File: config.mk
export PLATFORM = sky130hd
export DESIGN_NAME = alu_control_mc
export DESIGN_NICKNAME = d
export VERILOG_FILES = /design/src/rtl/alu_control_mc.sv
export SDC_FILE = /design/constraint.sdc
export NUM_CORES = 1
export LEC_CHECK = 0
export ABC_AREA = 1
export CAP_MARGIN = 20
export CORE_MARGIN = 2
export CORE_UTILIZATION = 40
export CTS_CLUSTER_SIZE = 24
export DETAILED_ROUTE_END_ITERATION = 10
export SETUP_SLACK_MARGIN = 0.1
export SKIP_LAST_GASP = 1
export SLEW_MARGIN = 20
export SYNTH_ARGS = -nofsm -noshare
export SYNTH_HDL_FRONTEND = slang
export SYNTH_SLANG_ARGS = --single-unit
File: constraint.sdc
create_clock -name clk -period 2.6 [get_ports clk]
set_clock_uncertainty 0.2 [all_clocks]
set_input_delay 0.26 -clock clk [delete_from_list [all_inputs] [get_ports clk]]
set_output_delay 0.26 -clock clk [all_outputs]
set_load 0.02 [all_outputs]
File: src/rtl/alu_control_mc.sv
// ALU control decoder with a multi-cycle unsigned multiply/divide sequencer.
// Results land in hi/lo only on completion; mfhi/mflo read them through move_data.
module alu_control_mc #(
    parameter int WIDTH = 32
) (
    input  logic             clk,
    input  logic             rst_n,
    input  logic             start,
    input  logic [1:0]       alu_input,
    input  logic [5:0]       funct,
    input  logic [WIDTH-1:0] a,
    input  logic [WIDTH-1:0] b,
    output logic [3:0]       alu_output,
    output logic             illegal,
    output logic             busy,
    output logic             done,
    output logic [WIDTH-1:0] hi,
    output logic [WIDTH-1:0] lo,
    output logic [WIDTH-1:0] move_data,
    output logic             stall
);

    localparam int CW = $clog2(WIDTH);
    localparam logic [CW-1:0] LAST = CW'(WIDTH - 1);

    localparam logic [5:0] F_ADD   = 6'b100000;
    localparam logic [5:0] F_SUB   = 6'b100010;
    localparam logic [5:0] F_AND   = 6'b100100;
    localparam logic [5:0] F_OR    = 6'b100101;
    localparam logic [5:0] F_SLT   = 6'b101010;
    localparam logic [5:0] F_NOR   = 6'b100111;
    localparam logic [5:0] F_MFHI  = 6'b010000;
    localparam logic [5:0] F_MFLO  = 6'b010010;
    localparam logic [5:0] F_MULTU = 6'b011001;
    localparam logic [5:0] F_DIVU  = 6'b011011;

    typedef enum logic [1:0] {IDLE, MUL, DIV, DONE} state_t;

    state_t             state_reg, state_next;
    logic [CW-1:0]      cnt_reg, cnt_next;
    logic [2*WIDTH-1:0] acc_reg, acc_next;
    logic [WIDTH-1:0]   opnd_reg, opnd_next;
    logic [WIDTH-1:0]   hi_reg, hi_next;
    logic [WIDTH-1:0]   lo_reg, lo_next;

    always_comb begin
        alu_output = 4'b1111;
        illegal    = 1'b0;
        case (alu_input)
            2'b00: alu_output = 4'b0010;
            2'b01: alu_output = 4'b0110;
            2'b10: begin
                case (funct)
                    F_ADD:           alu_output = 4'b0010;
                    F_SUB:           alu_output = 4'b0110;
                    F_AND:           alu_output = 4'b0000;
                    F_OR:            alu_output = 4'b0001;
                    F_SLT:           alu_output = 4'b0111;
                    F_NOR:           alu_output = 4'b1100;
                    F_MFHI:          alu_output = 4'b1000;
                    F_MFLO:          alu_output = 4'b1001;
                    F_MULTU, F_DIVU: alu_output = 4'b1111;
                    default:         illegal    = 1'b1;
                endcase
            end
            default: illegal = 1'b1;
        endcase
    end

    assign move_data = (funct == F_MFHI) ? hi_reg : lo_reg;
    assign busy      = (state_reg == MUL) || (state_reg == DIV);
    assign done      = (state_reg == DONE);
    assign hi        = hi_reg;
    assign lo        = lo_reg;
    assign stall     = busy && (alu_input == 2'b10) &&
                       ((funct == F_MFHI) || (funct == F_MFLO) ||
                        (funct == F_MULTU) || (funct == F_DIVU));

    // acc_reg holds {partial_hi, multiplier} for MUL and {remainder, quotient} for DIV.
    logic [WIDTH:0]     mul_sum;
    logic [2*WIDTH-1:0] acc_mul;
    logic [WIDTH:0]     rem_shift;
    logic [WIDTH+1:0]   diff;
    logic [2*WIDTH-1:0] acc_div;

    always_comb begin
        mul_sum   = {1'b0, acc_reg[2*WIDTH-1:WIDTH]} +
                    (acc_reg[0] ? {1'b0, opnd_reg} : {(WIDTH+1){1'b0}});
        acc_mul   = {mul_sum, acc_reg[WIDTH-1:1]};
        rem_shift = {acc_reg[2*WIDTH-1:WIDTH], acc_reg[WIDTH-1]};
        diff      = {1'b0, rem_shift} - {2'b00, opnd_reg};
        if (!diff[WIDTH+1])
            acc_div = {diff[WIDTH-1:0], acc_reg[WIDTH-2:0], 1'b1};
        else
            acc_div = {rem_shift[WIDTH-1:0], acc_reg[WIDTH-2:0], 1'b0};
    end

    logic accept;
    assign accept = ((state_reg == IDLE) || (state_reg == DONE)) && start &&
                    (alu_input == 2'b10) && ((funct == F_MULTU) || (funct == F_DIVU));

    always_comb begin
        state_next = state_reg;
        cnt_next   = cnt_reg;
        acc_next   = acc_reg;
        opnd_next  = opnd_reg;
        hi_next    = hi_reg;
        lo_next    = lo_reg;
        case (state_reg)
            IDLE, DONE: begin
                state_next = IDLE;
                if (accept) begin
                    cnt_next = '0;
                    if (funct == F_MULTU) begin
                        state_next = MUL;
                        acc_next   = {{WIDTH{1'b0}}, b};
                        opnd_next  = a;
                    end else if (b == '0) begin
                        // Divide by zero skips iteration entirely.
                        state_next = DONE;
                        lo_next    = '1;
                        hi_next    = a;
                    end else begin
                        state_next = DIV;
                        acc_next   = {{WIDTH{1'b0}}, a};
                        opnd_next  = b;
                    end
                end
            end
            MUL: begin
                acc_next = acc_mul;
                cnt_next = cnt_reg + 1'b1;
                if (cnt_reg == LAST) begin
                    state_next = DONE;
                    hi_next    = acc_mul[2*WIDTH-1:WIDTH];
                    lo_next    = acc_mul[WIDTH-1:0];
                end
            end
            DIV: begin
                acc_next = acc_div;
                cnt_next = cnt_reg + 1'b1;
                if (cnt_reg == LAST) begin
                    state_next = DONE;
                    hi_next    = acc_div[2*WIDTH-1:WIDTH];
                    lo_next    = acc_div[WIDTH-1:0];
                end
            end
            default: state_next = IDLE;
        endcase
    end

    always_ff @(posedge clk or negedge rst_n) begin
        if (!rst_n) begin
            state_reg <= IDLE;
            cnt_reg   <= '0;
            acc_reg   <= '0;
            opnd_reg  <= '0;
            hi_reg    <= '0;
            lo_reg    <= '0;
        end else begin
            state_reg <= state_next;
            cnt_reg   <= cnt_next;
            acc_reg   <= acc_next;
            opnd_reg  <= opnd_next;
            hi_reg    <= hi_next;
            lo_reg    <= lo_next;
        end
    end

endmodule

Yosys cells after proc, flatten, opt, wreduce, memory -nomap -nowiden --
Cells that the tools add are included. W data, S select, Z words.
Storage, ports and cells: memories kept 0, output and inout bits 104, bits in latches 0, word-level logic and storage cells 86, RAM bits 0, register bits after elaboration 167, memory bits (read-only) 0, input bits 75
Cells by class: multipliers 0, div/mod/pow operators 0, mux-type cells 32, add/subtract/negate cells 3, bitwise gates (word level) 0, reductions and logical operators 21, shift-type cells 0, equal/unequal tests 24, order comparisons 0
Operator list (count):
- $mux W32 | 14
- $mux W64 | 4
- $pmux W32 S3 | 2
- $pmux W64 S3 | 1
- $eq A6 B6 Y1 const B | 6
- $sub A33 B32 Y34 | 1
- $add A32 B32 Y33 | 1
- $logic_not A32 Y1 | 1
- $pmux W4 S8 | 1
- $eq A6 B5 Y1 const B | 4
- $pmux W4 S3 | 1
- $pmux W5 S2 | 1
- $reduce_or A10 Y1 | 1
- $ne A2 B2 Y1 const B | 4
- $eq A2 B2 Y1 const B | 3
- $logic_or A1 B1 Y1 | 6
- $mux W2 | 3
- $ne A2 B1 Y1 const B | 3
- $reduce_or A2 Y1 | 3
- $add A5 B1 Y5 const B | 1
- $eq A5 B5 Y1 const B | 1
- $logic_and A1 B1 Y1 | 5
- $mux W5 | 1
- $reduce_and A5 Y1 | 1
- 8 further kinds | 11

Depth between registers and ports, before layout --
word-level depth 7, mapped depth 20, depth with buffers taken out 18

Least setup slack after synthesis --
Ideal clock, no wire load.
path type reg-to-reg, from register acc_reg[0], to register acc_reg[45], setup slack -0.136 ns, buffers on the path 2, data arrival time 2.406 ns, cell stages (with the launch flop) 18, clock period less this slack 2.736 ns, library setup time 0.130 ns, data required time 2.270 ns, cells stage by stage dfrtp_1 -> clkbuf_1 -> clkbuf_1 -> nand2_1 -> inv_1 -> ha_1 -> fa_1 -> nand3_1 -> nand2_1 -> inv_1 -> o21ai_0 -> nand2_1 -> nand2_1 -> or2_2 -> nand3_1 -> nand2_1 -> nand2_1 -> o21ai_1
Between the ends: word-level cells in the longest chain between the ends 3
RTL lines:
- start: declaration | line 41 | logic [2*WIDTH-1:0] acc_reg, acc_next;
- start signal: assignment | line 163 | acc_reg <= acc_next;
- $mux W32 | line 88 | (acc_reg[0] ? {1'b0, opnd_reg} : {(WIDTH+1){1'b0}});
- $add A32 B32 Y33 | line 87 | mul_sum = {1'b0, acc_reg[2*WIDTH-1:WIDTH]} +
- $pmux W64 S3 | line 109 | case (state_reg)
No other way between the ends. A chain may end at the register's enable or synchronous reset.

Final worst setup path --
from register acc_reg[0], to register hi_reg[11], in the netlist hi[11]
Between the ends: word-level cells in the longest chain between the ends 4
RTL lines:
- $mux W32 | line 88
- $add A32 B32 Y33 | line 87
- $mux W32 | line 133 | if (cnt_reg == LAST) begin
- $pmux W32 S3 | line 109
- end signal: assignment | line 165 | hi_reg <= hi_next;
- end: declaration | line 43 | logic [WIDTH-1:0] hi_reg, hi_next;
No other way between the ends. The select of a mux whose other input is x is not followed.

==> flow_summary.yaml <==
outcome:
  outcome: "complete, but fails checks"
  violations: "setup timing"
sta:
  worst_slew_pin_slew_ps: 563
  fin_crit_sh_pct: 106
  fin_crit_ps: 2750
  rsz0062_at_grt: "yes"
  max_freq_mhz: 363
  relSlewSlack_pct: 62.2
  hold_viol: 0
  fin_ws_ps: -153
  maxSlewViolCount: 0
  setup_viol: 57
synth:
  netlist_area_um2: 14300
  synth_compound_area_share_pct: 17.6
  yosysTopAreaCellShare_pct: 29.3
  synth_xor_area_share_pct: 0.921
  synth_top_family_by_area: "simple AND/OR/NAND/NOR gates"
  yosys.area_share.adder_pct: 6.33
  synthFlopType: "dfrtp_1"
  async_flop_share_pct: 100
  synth-simple-area-share_pct: 32.8
  yosysMostFrequentCell: "nand2_1"
  synthMuxAreaShare_pct: 0
  yosysTopAreaCell: "dfrtp_1"
  syn_avg_cell_area_um2: 6.32
  ys_top_cells_by_area: "dfrtp_1 (29%), nand2_1 (18%), inv_1 (9.7%)"
  netlist_instances: 2259
  yosys-top-cells-count: "nand2_1 (692), inv_1 (369), a21oi_1 (173)"
  synth-edff-count: 0
  synth_cell_type_count: 48
  ys_warn_count: 0
  syn-num-nets: 2405
  yosys_register_bits: 167
  seq_area_frac_synth_pct: 29.3
pwr:
  intPower_w: 0.00929
  p_switching_w: 0.00757
  p_leak_nw: 11.5
  power_frac_seq_pct: 19.3
  power.total_w: 0.0169
  p_per_area_nw_per_um2: 753
  ir_drop_mv: 0.583
  p_sw_share_pct: 44.9
  clock_power_share_pct: 16.1
  comb_power_share_pct: 64.6
die:
  die_x_um: 193
  start_util_pct: 40.4
  dieHeight_um: 193
  io_pins: 179
  die_area_um2: 37200
  std_cell_rows: 69
  core_um2: 35300
clock_network:
  cts_tree: "done"
  path_clk_slew_ps: 80
  root_buffer: "clkbuf_16"
  clock_latency_ps: 460
  cts.sinks: 167
  numCtsBuffers: 17
  h-tree-depth: 4
  clk_path_buf_depth: 2
layout:
  nets: 2881
  fillerInstances: 3139
  drive_gt1_share_pct: 34.8
  syn_to_final_growth_pct: 56.9
  multi_input_area_um2: 10600
  largest_reg_flops: 64
  regArea_um2: 4190
  num_antenna_cells: 0
critical_path:
  r2r_slack_ps: -150
  reg2reg_depth: 17
  cp-endpoint: "hi[11]$_DFFE_PN0P_"
  critPathLaunch: "acc_reg[0]$_DFFE_PN0P_"
  required_ps: 2780
  setup.worst_path.start_class: "register"
  worstPathMaxFanout: 6
  rr_startpoint: "acc_reg[0]$_DFFE_PN0P_"
  criticalPathCategory: "reg -> reg"
  worstSetupEndpointType: "register"
  reg2reg_to: "hi[11]$_DFFE_PN0P_"
  cp_data_arrival_time_ps: 2930
place:
  place.gp.congestion: 0.993
  dp_slack_ps: -297
  io_buffers: 178
  hpwl_um: 45300
drt:
  drc: 0
  dr.pass1.iters: 6
  post_drt_via_cell_ratio: 5.40
  wl_per_cell_um: 19.8
  drtIter0Drc: 1265
  wirelength_um: 63400
  num_vias: 17300
  postRouteAntennaNets: 0
global_route:
  grt_pass1_vias: 16500
  track_usage_pct: 33.2
  grt.overflow.total: 0
  antenna_found_initial: 1
  grt_pass1_wl_um: 93400
  grt_max_degree: 69
hold_path:
  worstHoldPathType: "in -> async"
job:
  max-cap-violations: 0
cell type report:
class | count | share of cell area [%]
Tap cell | 461 | 2.58
Multi-Input combinational cell | 1626 | 47.5
Inverter | 379 | 6.39
Sequential cell | 167 | 18.7
Clock inverter | 14 | 0.721
Clock buffer | 18 | 1.96
Timing Repair Buffer | 544 | 22.2
repair_timing:
action / 4_1_cts / 5_1_grt
cloned: 9 / 0
hold endpoints to repair: 46 / 0
pin swaps: 91 / 122
setup endpoints to repair: 105 / 113
hold buffers: 1 / 0
setup buffers: 44 / 11
resized for setup: 475 / 281
through the flow:
stage | instances | cell area [µm²] | setup TNS, ps | util [%] | hold slack, ps
2_1_floorplan | 2259 | 14300 | 0 | - | -236
3_3_place_gp | 3114 | 18800 | -26440 | 53.1 | 46.8
3_5_place_dp | 3114 | 18800 | -22760 | 53.1 | 50.4
4_1_cts | 3200 | 21500 | -4090 | 60.8 | 139
5_1_grt | 3209 | 22400 | -10240 | 63.4 | 170
6_report | 3209 | 22400 | -4900 | 63.4 | 126
power groups by stage:
stage	clock network [W]	registers, W	logic (W)
floorplan	0	0.00312	0.00408
global placement	0	0.00321	0.00751
detailed placement	0	0.00322	0.00758
CTS	0.00271	0.00322	0.00963
global route	0.00284	0.00327	0.0117
finish	0.00272	0.00325	0.0109
per-layer routing:
layer	track usage [%]	vias to the layer above	part of all wire [%]
li1	-	8212	-
met4	19.2	2	7.0
met1	41.9	8179	40
met5	0	-	0.019
met2	54.3	725	46
met3	4.42	198	6.0
critical path: stages, from the launching register on:
cell,delay (ps)
dfrtp_2,470
buf_12,170
buf_16,140
nand2_2,70
inv_2,40
ha_4,260
a21oi_4,180
nor2_4,60
nor2_4,150
nand2_2,90
nand2_2,90
nand2_4,70
buf_4,150
a21boi_2,100
o21ai_1,80
nand2_1,90
nand2_2,100
a21oi_2,160
cell families after synthesis:
family / count (synthesis)
XOR/XNOR: 15
AND/OR/NAND/NOR: 1106
flip-flops: 167
buffers and inverters: 469
adder cells (fa/ha/maj): 71
AO/OA/AOI/OAI: 431
worst min-delay path by stage:
stage                     depth (start not counted)  start  slack, ps                       to
after floorplan                                   0  rst_n       -240   acc_reg[0]$_DFFE_PN0P_
after global placement                            1  rst_n         50  acc_reg[38]$_DFFE_PN0P_
after detailed placement                          1  rst_n         50  acc_reg[37]$_DFFE_PN0P_
after CTS                                         2  rst_n        140  acc_reg[37]$_DFFE_PN0P_
after global routing                              2  rst_n        170  acc_reg[37]$_DFFE_PN0P_
final                                             2  rst_n        130  acc_reg[37]$_DFFE_PN0P_
layout by cell type (no fill, tap or decap), types with 9 or more instances in the layout:
cell type        instances
nand3_4                  9
dfrtp_1                157
a21oi_2                 50
o21ai_0                108
buf_12                  26
nand2_4                 50
nand2_1                533
o211ai_1                32
nand4_1                 21
buf_6                   24
clkdlybuf4s50_1        137
a221o_1                 31
nor2_1                 127
nand2_2                118
nand3_2                 40
clkbuf_2                18
buf_4                  310
ha_4                    52
inv_2                   67
xnor2_1                 12
nor2_2                  25
clkbuf_16               17
nor2_4                  23
ha_1                    15
a21oi_1                121
nand3_1                112
o21ai_1                 33
inv_1                  309
a21oi_4                 16
dfrtp_2                 10
o21ai_2                 16
No activity file was read; power rests on OpenSTA's default activity.
